## config.mk

```make
export PLATFORM = sky130hd
export DESIGN_NAME = mod15_seq_ctrl
export DESIGN_NICKNAME = d
export VERILOG_FILES = /design/src/rtl/mod15_ctrl_pkg.sv /design/src/rtl/mod15_rr_arb.sv /design/src/rtl/mod15_seq_ctrl.sv
export SDC_FILE = /design/constraint.sdc
export NUM_CORES = 1
export LEC_CHECK = 0
export CAP_MARGIN = 20
export CORE_AREA = 2 2 64 66
export DETAILED_ROUTE_END_ITERATION = 8
export DIE_AREA = 0 0 66 68
export GPL_TIMING_DRIVEN = 0
export PLACE_DENSITY = 0.7
export SKIP_CTS_REPAIR_TIMING = 1
export SKIP_LAST_GASP = 1
export SYNTH_ARGS = -nofsm -noshare
export SYNTH_HDL_FRONTEND = slang
export SYNTH_HIERARCHICAL = 1
export SYNTH_SLANG_ARGS = --single-unit
```

## constraint.sdc

```tcl
create_clock -name clk -period 4.34 [get_ports clk]
set_input_delay 0.868 -clock clk [delete_from_list [all_inputs] [get_ports clk]]
set_output_delay 0.868 -clock clk [all_outputs]
set_load 0.02 [all_outputs]
```

## src/rtl/mod15_ctrl_pkg.sv

```systemverilog
// Shared encodings and the counter next-value rule for the mod-15 sequencing
// controller, its arbiter and the counter it drives.
package mod15_ctrl_pkg;

    typedef enum logic [1:0] {
        CMD_LOAD  = 2'b00,
        CMD_UP    = 2'b01,
        CMD_DOWN  = 2'b10,
        CMD_CLEAR = 2'b11
    } cmd_t;

    typedef enum logic [1:0] {
        ST_IDLE = 2'b00,
        ST_EXEC = 2'b01,
        ST_DONE = 2'b10
    } state_t;

    localparam logic [3:0] MOD_WRAP = 4'd14;

    // Value the counter takes on the next edge for a given set of controls.
    function automatic logic [3:0] ctr_next(
        input logic [3:0] cur,
        input logic       rst_c,
        input logic       load_c,
        input logic       mode_c,
        input logic [3:0] data_c
    );
        logic [3:0] nxt;
        if (rst_c) begin
            nxt = 4'd0;
        end else if (load_c) begin
            nxt = data_c;
        end else if (cur == MOD_WRAP) begin
            nxt = 4'd0;
        end else if (mode_c) begin
            nxt = cur + 4'd1;
        end else begin
            nxt = cur - 4'd1;
        end
        return nxt;
    endfunction

endpackage

```

## src/rtl/mod15_rr_arb.sv

```systemverilog
// Two-way round-robin arbiter; the pointer moves past the last served
// requester when the controller signals advance.
module mod15_rr_arb (
    input  logic       clk,
    input  logic       rst,
    input  logic [1:0] req,
    input  logic       advance,
    input  logic       last,
    output logic       gnt_idx,
    output logic       gnt_valid
);

    logic ptr;

    always_ff @(posedge clk) begin
        if (rst) begin
            ptr <= 1'b0;
        end else if (advance) begin
            ptr <= ~last;
        end
    end

    always_comb begin
        gnt_valid = |req;
        gnt_idx   = req[ptr] ? ptr : ~ptr;
    end

endmodule

```

## src/rtl/mod15_seq_ctrl.sv

```systemverilog
// Sequencing controller for an external mod-15 counter: arbitrates two
// requesters, drives the counter and tracks its value in a shadow register.
module mod15_seq_ctrl
    import mod15_ctrl_pkg::*;
(
    input  logic       clk,
    input  logic       rst,
    input  logic [1:0] req,
    input  logic [1:0] cmd0,
    input  logic [1:0] cmd1,
    input  logic [3:0] arg0,
    input  logic [3:0] arg1,
    output logic [1:0] ack,
    output logic       busy,
    output logic [3:0] result,
    output logic       ctr_rst,
    output logic       ctr_load,
    output logic       ctr_mode,
    output logic [3:0] ctr_data,
    input  logic [3:0] ctr_q,
    output logic       err,
    output state_t     dbg_state
);

    // Handshake: req[i] is held with cmd/arg stable until ack[i] pulses for
    // one cycle. The ack cycle never grants, so a req still high after it is
    // taken as a fresh request.

    state_t     state;
    cmd_t       cmd_q;
    logic [3:0] arg_q;
    logic [3:0] rem;
    logic [3:0] shadow;
    logic       gnt_q;
    logic       chk_en;

    logic       arb_idx;
    logic       arb_valid;
    logic       grant_ok;
    cmd_t       sel_cmd;
    logic [3:0] sel_arg;

    mod15_rr_arb u_arb (
        .clk       (clk),
        .rst       (rst),
        .req       (req),
        .advance   (state == ST_DONE),
        .last      (gnt_q),
        .gnt_idx   (arb_idx),
        .gnt_valid (arb_valid)
    );

    assign grant_ok  = (state == ST_IDLE) && (ack == 2'b00) && arb_valid;
    assign sel_cmd   = cmd_t'(arb_idx ? cmd1 : cmd0);
    assign sel_arg   = arb_idx ? arg1 : arg0;
    assign dbg_state = state;

    // Default is a reload of the shadow, which holds the enable-less counter.
    always_comb begin
        ctr_rst  = rst;
        ctr_load = 1'b1;
        ctr_mode = 1'b0;
        ctr_data = shadow;
        if (!rst && state == ST_EXEC) begin
            case (cmd_q)
                CMD_LOAD:  ctr_data = arg_q;
                CMD_CLEAR: ctr_rst  = 1'b1;
                default: begin
                    if (rem != 4'd0) begin
                        ctr_load = 1'b0;
                        ctr_mode = (cmd_q == CMD_UP);
                    end
                end
            endcase
        end
    end

    always_ff @(posedge clk) begin
        if (rst) begin
            state  <= ST_IDLE;
            cmd_q  <= CMD_LOAD;
            arg_q  <= 4'd0;
            rem    <= 4'd0;
            shadow <= 4'd0;
            gnt_q  <= 1'b0;
            chk_en <= 1'b0;
            ack    <= 2'b00;
            busy   <= 1'b0;
            result <= 4'd0;
            err    <= 1'b0;
        end else begin
            shadow <= ctr_next(shadow, ctr_rst, ctr_load, ctr_mode, ctr_data);
            chk_en <= 1'b1;
            if (chk_en && ctr_q != shadow) begin
                err <= 1'b1;
            end
            ack <= 2'b00;
            case (state)
                ST_IDLE: begin
                    if (grant_ok) begin
                        gnt_q <= arb_idx;
                        cmd_q <= sel_cmd;
                        arg_q <= sel_arg;
                        rem   <= sel_arg;
                        busy  <= 1'b1;
                        state <= ST_EXEC;
                    end
                end
                ST_EXEC: begin
                    // rem counts steps still to issue; arg 0 leaves after one hold cycle.
                    if (cmd_q == CMD_LOAD || cmd_q == CMD_CLEAR || rem <= 4'd1) begin
                        state <= ST_DONE;
                    end else begin
                        rem <= rem - 4'd1;
                    end
                end
                ST_DONE: begin
                    ack    <= 2'b01 << gnt_q;
                    result <= shadow;
                    busy   <= 1'b0;
                    state  <= ST_IDLE;
                end
                default: begin
                    busy  <= 1'b0;
                    state <= ST_IDLE;
                end
            endcase
        end
    end

endmodule

```

# Yosys cells after proc, flatten, opt, wreduce, memory -nomap -nowiden
# Cells that the tools add are included.
word_totals:
  register_bits: 27
  in_bits: 20
  output_inout_bits: 17
  elab_cells: 78
op_classes:
  n_addsub: 3
  magnitude_cmp: 2
  eq_ne: 9
  shifts: 1
  n_mux: 27
  n_bitwise: 4
  n_reduce_logical: 20
ops:
  columns: ["operator", "n"]
  rows:
  - ["$mux W4", 8]
  - ["$mux W1", 13]
  - ["$pmux W4 S2", 1]
  - ["$reduce_or A2 Y1", 4]
  - ["$sub A4 B1 Y4 const B", 2]
  - ["$logic_not A2 Y1", 3]
  - ["$mux W2", 3]
  - ["$reduce_and A2 Y1", 3]
  - ["$add A4 B1 Y4 const B", 1]
  - ["$eq A2 B1 Y1 const B", 2]
  - ["$eq A2 B2 Y1 const B", 2]
  - ["$eq A4 B4 Y1 const B", 1]
  - ["$le A4 B1 Y1 const B", 1]
  - ["$logic_and A1 B1 Y1", 4]
  - ["$ne A2 B2 Y1 const B", 2]
  - ["$ne A4 B4 Y1", 1]
  - ["$not A1 Y1", 4]
  - ["$pmux W2 S2", 1]
  - ["$reduce_bool A4 Y1", 1]
  - ["$reduce_and A3 Y1", 1]
  - ["$logic_or A1 B1 Y1", 2]
  - ["$lt A1 B2 Y1 const B", 1]
  - ["$ne A2 B1 Y1 const B", 1]
  - ["$pmux W1 S2", 1]
  - ["other kinds (3)", 3]

# Depth between registers and ports, before layout
# Gate-level depths: netlist of run 1.
depth:
  word_depth: 7
  depth_mapped: 11
  depth_no_buf: 11

# Modules after synthesis
# The synthesis of run 1 kept the hierarchy.
by_module_without_submodules:
  columns: ["module", "instances", "cells_each", "area_per_inst_um2", "seq_area_each_um2"]
  rows:
  - ["mod15_seq_ctrl", 1, 157, 1395.1, 520.5]
  - ["mod15_rr_arb", 1, 6, 56.3, 20.0]

# Worst setup path before layout of run 1
# OpenSTA, ideal clock, no wires.
synth_timing:
  kind: "input port to output port"
  from: "input rst"
  to: "output ctr_data[0]"
  arrival_ps: 1606
  required_ps: 3472
  path_slack_ps: 1866
  cell_stages: 5
  path_buffers: 1
  path_cell_list: "inv_1 -> and3_1 -> buf_4 -> mux2i_1 -> inv_1"
synth_between:
  elab_chain_len: 3
synth_rtl:
  columns: ["item", "line", "text"]
  rows:
  - ["start: declaration", "mod15_seq_ctrl.sv:7", "input logic rst,"]
  - ["$logic_not A1 Y1", "mod15_seq_ctrl.sv:64", "if (!rst && state == ST_EXEC) begin"]
  - ["$logic_and A1 B1 Y1", "mod15_seq_ctrl.sv:64", null]
  - ["$mux W4", "mod15_seq_ctrl.sv:64", null]
  - ["end: declaration", "mod15_seq_ctrl.sv:19", "output logic [3:0] ctr_data,"]
# No other way between the ends.

# Worst setup path in the final report of run 1
# Same ends and word-level chain as after synthesis.

==> metrics list, run 1 <==
- Result of the run: finished, final reports clean
* Total number of clock tree sinks: 27
* Largest stage delay on the critical path: 0.54 ns
- Counting every net in the synthesized netlist gives 191.
- After floorplanning, the core was divided into 23 placement rows.
* Sequential area share after synthesis: 37.24%
- The die covers 4488 sq um.
- Total gr overflow: 0
* Placed wire-length estimate: ~2.3 mm
- After the last flow step, the layout net total stands at about 230.
* Number of primary I/O pins: 37
* Post-synthesis instance area: 1451 sq um
- Across the run, the number of max-cap violations was 0.
- Worst setup timing slack at the placement stage: roughly 0.66 ns
- Type of the worst setup path: in -> out
- Dividing the detail-routed via count by the number of cells gives 4.980.
* Global-route wire length before repair: 5.161 mm
* Clock tree from TritonCTS: done
- In this run, the clock network consumes 19.7% of the power.
- Counting cells, the worst reg-to-reg path comes to 11.
- Share of total power in combinational logic: 38.1%
- Pin count of the biggest net entering global routing: 17
* Placer's final routability congestion estimate: 0.8393
- Summed over all nets, the switching power comes to 0.0002633 W.
* Maximum level of the CTS H-tree: 1
- Clock tree synthesis selected as its root buffer the cell sky130_fd_sc_hd__clkbuf_8.
- Post-route ant nets: 0
* Clock buffer count from CTS: 3
- Worst-Skew Late Latency: 0.28 ns
- Number of slew-limit violations in the final report: 0
- Detailed router's first-iteration violation count: 35
- Period utilization: 85.33%
- Worst-case vdd ir drop: ~0.21 mV
* Number of hold-slack violations in the final timing report: 0
* Synth unique cells: 39
* Unrepaired setup endpoints after global routing: false
* Number of global-route vias before repair: ~1,200
* Area occupied by multi-input gates: 807.0 sq um
* Worst path setup slack after routing: 0.6365 ns
* Routed WL per cell: 12.23 um
- Net switching is 35.15% of the power.
- Ys async rst share: 0%
- Total negative slack: 0 ns
- Worst-path cell with the longest stage delay: sky130_fd_sc_hd__clkdlybuf4s50_1
- After filler insertion, the fill cell instance count of the layout stands at 394.
* Buffers from clock root to sink, at most: 2
- Number of vias in the routed layout: 1,260
- The top cell types in the final layout, fill and taps aside, are sky130_fd_sc_hd__clkdlybuf4s50_1, sky130_fd_sc_hd__dfxtp_1, sky130_fd_sc_hd__nor2_1, sky130_fd_sc_hd__mux2i_1, sky130_fd_sc_hd__inv_1.
- Cell internal power was estimated by the tool at 0.0004858 W.
* Share of the synthesized area in the top cell type: a little under two fifths
- The most used flip-flop cell after synthesis is sky130_fd_sc_hd__dfxtp_1.
* Warning count from the yosys run: 6
* LEAKAGE: 0.7680 nW
* Final antenna diode count: 0
* Floorplan die width: around 66 um
- Initial core utilization: 37.64%
- Along the worst path, the maximum fanout reaches 8.
- Traced cell by cell, the critical path runs through clkdlybuf4s50_1, inv_1, and3_1, buf_4, mux2i_1, inv_1, clkdlybuf4s50_1.
- Clock input transition at the sequential cells of the worst setup and hold paths: 0.09 ns
* Slew at the pin closest to its max-slew limit: between 0.6 and 0.7 ns
* Routed WL: 3.094 mm
* Die outline height: roughly 68 um
- Dividing total power by cell area gives a power density of around 390 nW/um^2.
- Input and output buffers added on the ports amount to 36.
- Most frequent standard cell in the layout excluding fill and tap cells: sky130_fd_sc_hd__clkdlybuf4s50_1
- Type of destination of the critical path: output pin
- In the final layout, flip-flops and latches occupy 540.5 sq um.
- Number of antenna violations at the first check in global routing: 0
* Count of flip-flops with a built-in enable after synthesis: 0
- Area Overhead vs Synth: 32.50%
- The first detailed-routing pass ran for 4 iterations.
- Required @ worst endpoint: roughly 3.5 ns
- Static timing analysis puts the maximum clock frequency at 270.0 MHz.
- For this run, design rule violations remaining after detail routing come to 0.
- Measured against its own limit, the worst slew margin works out to 57.88%.
- A synthesized cell averages 8.904 sq um.
- In the global route stage, overall resource usage came out at 14.74%.
- Hold is met by 0.4727 ns.
* Largest area contributor in the netlist: sky130_fd_sc_hd__dfxtp_1
- The worst hold path passes through 2 cells.
* Share of final-layout standard cells stronger than drive strength 1: roughly a tenth
- Final setup vio count: 0
* Sequential power share: a little over two fifths
- Kind of start point of the critical path: input pin
* Total of flip-flops plus latches after synthesis: 27
- Class of the worst hold path: reg -> reg
- Counting every instance in the synthesized netlist gives 163.
- Arrival time of the worst setup path: 2.84 ns
* Cell types with the largest area share after synthesis: sky130_fd_sc_hd__dfxtp_1, sky130_fd_sc_hd__mux2i_1, sky130_fd_sc_hd__ha_1
* Placeable core area: between 3000 and 4000 sq um
- Tmin final: between 3 and 4 ns
- Worst clock skew: 0.005403 ns
==> layer usage <==
metal / vias up / GRT usage, % / part of all wire, %
met2: 30 / 26.14 / 49
met1: 585 / 17.68 / 46
li1: 643 / - / -
met4: 0 / 3.571 / 0.58
met3: 2 / 4.276 / 4.5
met5: - / 0 / 0
==> through the flow <==
step / cells / total power [W] / cell area [sq um] / util (%)
finish: 253 / 0.0007491 / 1923 / 49.87
floorplan: 163 / 0.0005168 / 1451 / -
CTS: 253 / 0.0007534 / 1923 / 49.87
global route: 253 / 0.0008005 / 1923 / 49.87
detailed placement: 249 / 0.0006061 / 1874 / 48.60
global placement: 249 / 0.0006005 / 1874 / 48.60
==> path summary, 6_finish.rpt <==
path | from | to | slack [ns]
max | rst | ctr_data[0] | 0.64
min | arg_q[0] | arg_q[0] | 0.47
max reg2reg | rem[0] | shadow[3] | 2.09
min reg2reg | arg_q[0] | arg_q[0] | 0.47
==> worst max-delay path: cells and delay by family <==
kind | cells | cell delay [ns]
AND/OR/NAND/NOR | 1 | 0.19
multiplexers | 1 | 0.26
buffers and inverters | 5 | 1.52
==> synthesized netlist by cell type (3+ instances only) <==
| cell type | number |
|---|---|
| sky130_fd_sc_hd__a211oi_2 | 4 |
| sky130_fd_sc_hd__a21oi_1 | 10 |
| sky130_fd_sc_hd__dfxtp_1 | 27 |
| sky130_fd_sc_hd__ha_1 | 7 |
| sky130_fd_sc_hd__inv_1 | 13 |
| sky130_fd_sc_hd__mux2i_1 | 14 |
| sky130_fd_sc_hd__nand2_1 | 11 |
| sky130_fd_sc_hd__nand2b_1 | 4 |
| sky130_fd_sc_hd__nor2_1 | 20 |
| sky130_fd_sc_hd__nor3_1 | 3 |
| sky130_fd_sc_hd__o22ai_1 | 9 |
| sky130_fd_sc_hd__xnor2_1 | 5 |
==> state kept, by name (all words and copies together), names as in the netlist <==
name	count
ack	2
arg_q	4
busy	1
chk_en	1
cmd_q	2
dbg_state	2
err	1
gnt_q	1
rem	4
result	4
shadow	4
u_arb/ptr	1
==> power groups by stage <==
stage | clock network (W) | logic [W] | registers, W
after floorplan | 0 | 0.000196 | 0.000321
after global placement | 0 | 0.000279 | 0.000322
after detailed placement | 0 | 0.000284 | 0.000322
after CTS | 0.000151 | 0.000286 | 0.000316
after global routing | 0.000163 | 0.000316 | 0.000321
final | 0.000147 | 0.000285 | 0.000317
==> kinds of logic after synthesis <==
group | Yosys count | synth area share, %
and+or+nand+nor | 51 | 17.16
muxes | 15 | 10.43
buffers and inverters | 21 | 7.155
xor gates and xnor gates | 7 | 4.224
adders and majority gates | 8 | 7.414
DFF | 27 | 37.24
AOI/OAI and AO/OA | 34 | 16.38
==> area by class of cell <==
| class | count | share of cell area, % |
|---|---|---|
| sequential | 27 | 28.11 |
| inverter | 13 | 2.537 |
| buffer | 8 | 2.863 |
| multi-input combinational | 115 | 41.96 |
| timing repair buffer | 36 | 18.74 |
| tap | 50 | 3.253 |
| clock buffer | 3 | 2.147 |
| clock inverter | 1 | 0.3904 |
No activity file was read; power rests on OpenSTA's default activity.
==> run 2: changes to the inputs <==
--- a/config.mk
+++ b/config.mk
@@ -12,7 +12,6 @@
 export GPL_TIMING_DRIVEN = 0
 export PLACE_DENSITY = 0.7
 export SKIP_CTS_REPAIR_TIMING = 1
-export SKIP_LAST_GASP = 1
 export SYNTH_ARGS = -nofsm -noshare
 export SYNTH_HDL_FRONTEND = slang
 export SYNTH_HIERARCHICAL = 1
==> results of run 2 <==
Same layout as run 1: the final DEF is identical, and so are final timing and power.
==> run 3: changes to the inputs <==
--- a/config.mk
+++ b/config.mk
@@ -7,6 +7,7 @@
 export LEC_CHECK = 0
 export CAP_MARGIN = 20
 export CORE_AREA = 2 2 64 66
+export CTS_CLUSTER_DIAMETER = 60
 export DETAILED_ROUTE_END_ITERATION = 8
 export DIE_AREA = 0 0 66 68
 export GPL_TIMING_DRIVEN = 0
==> results of run 3 <==
Same layout as run 1: the final DEF is identical, and so are final timing and power.
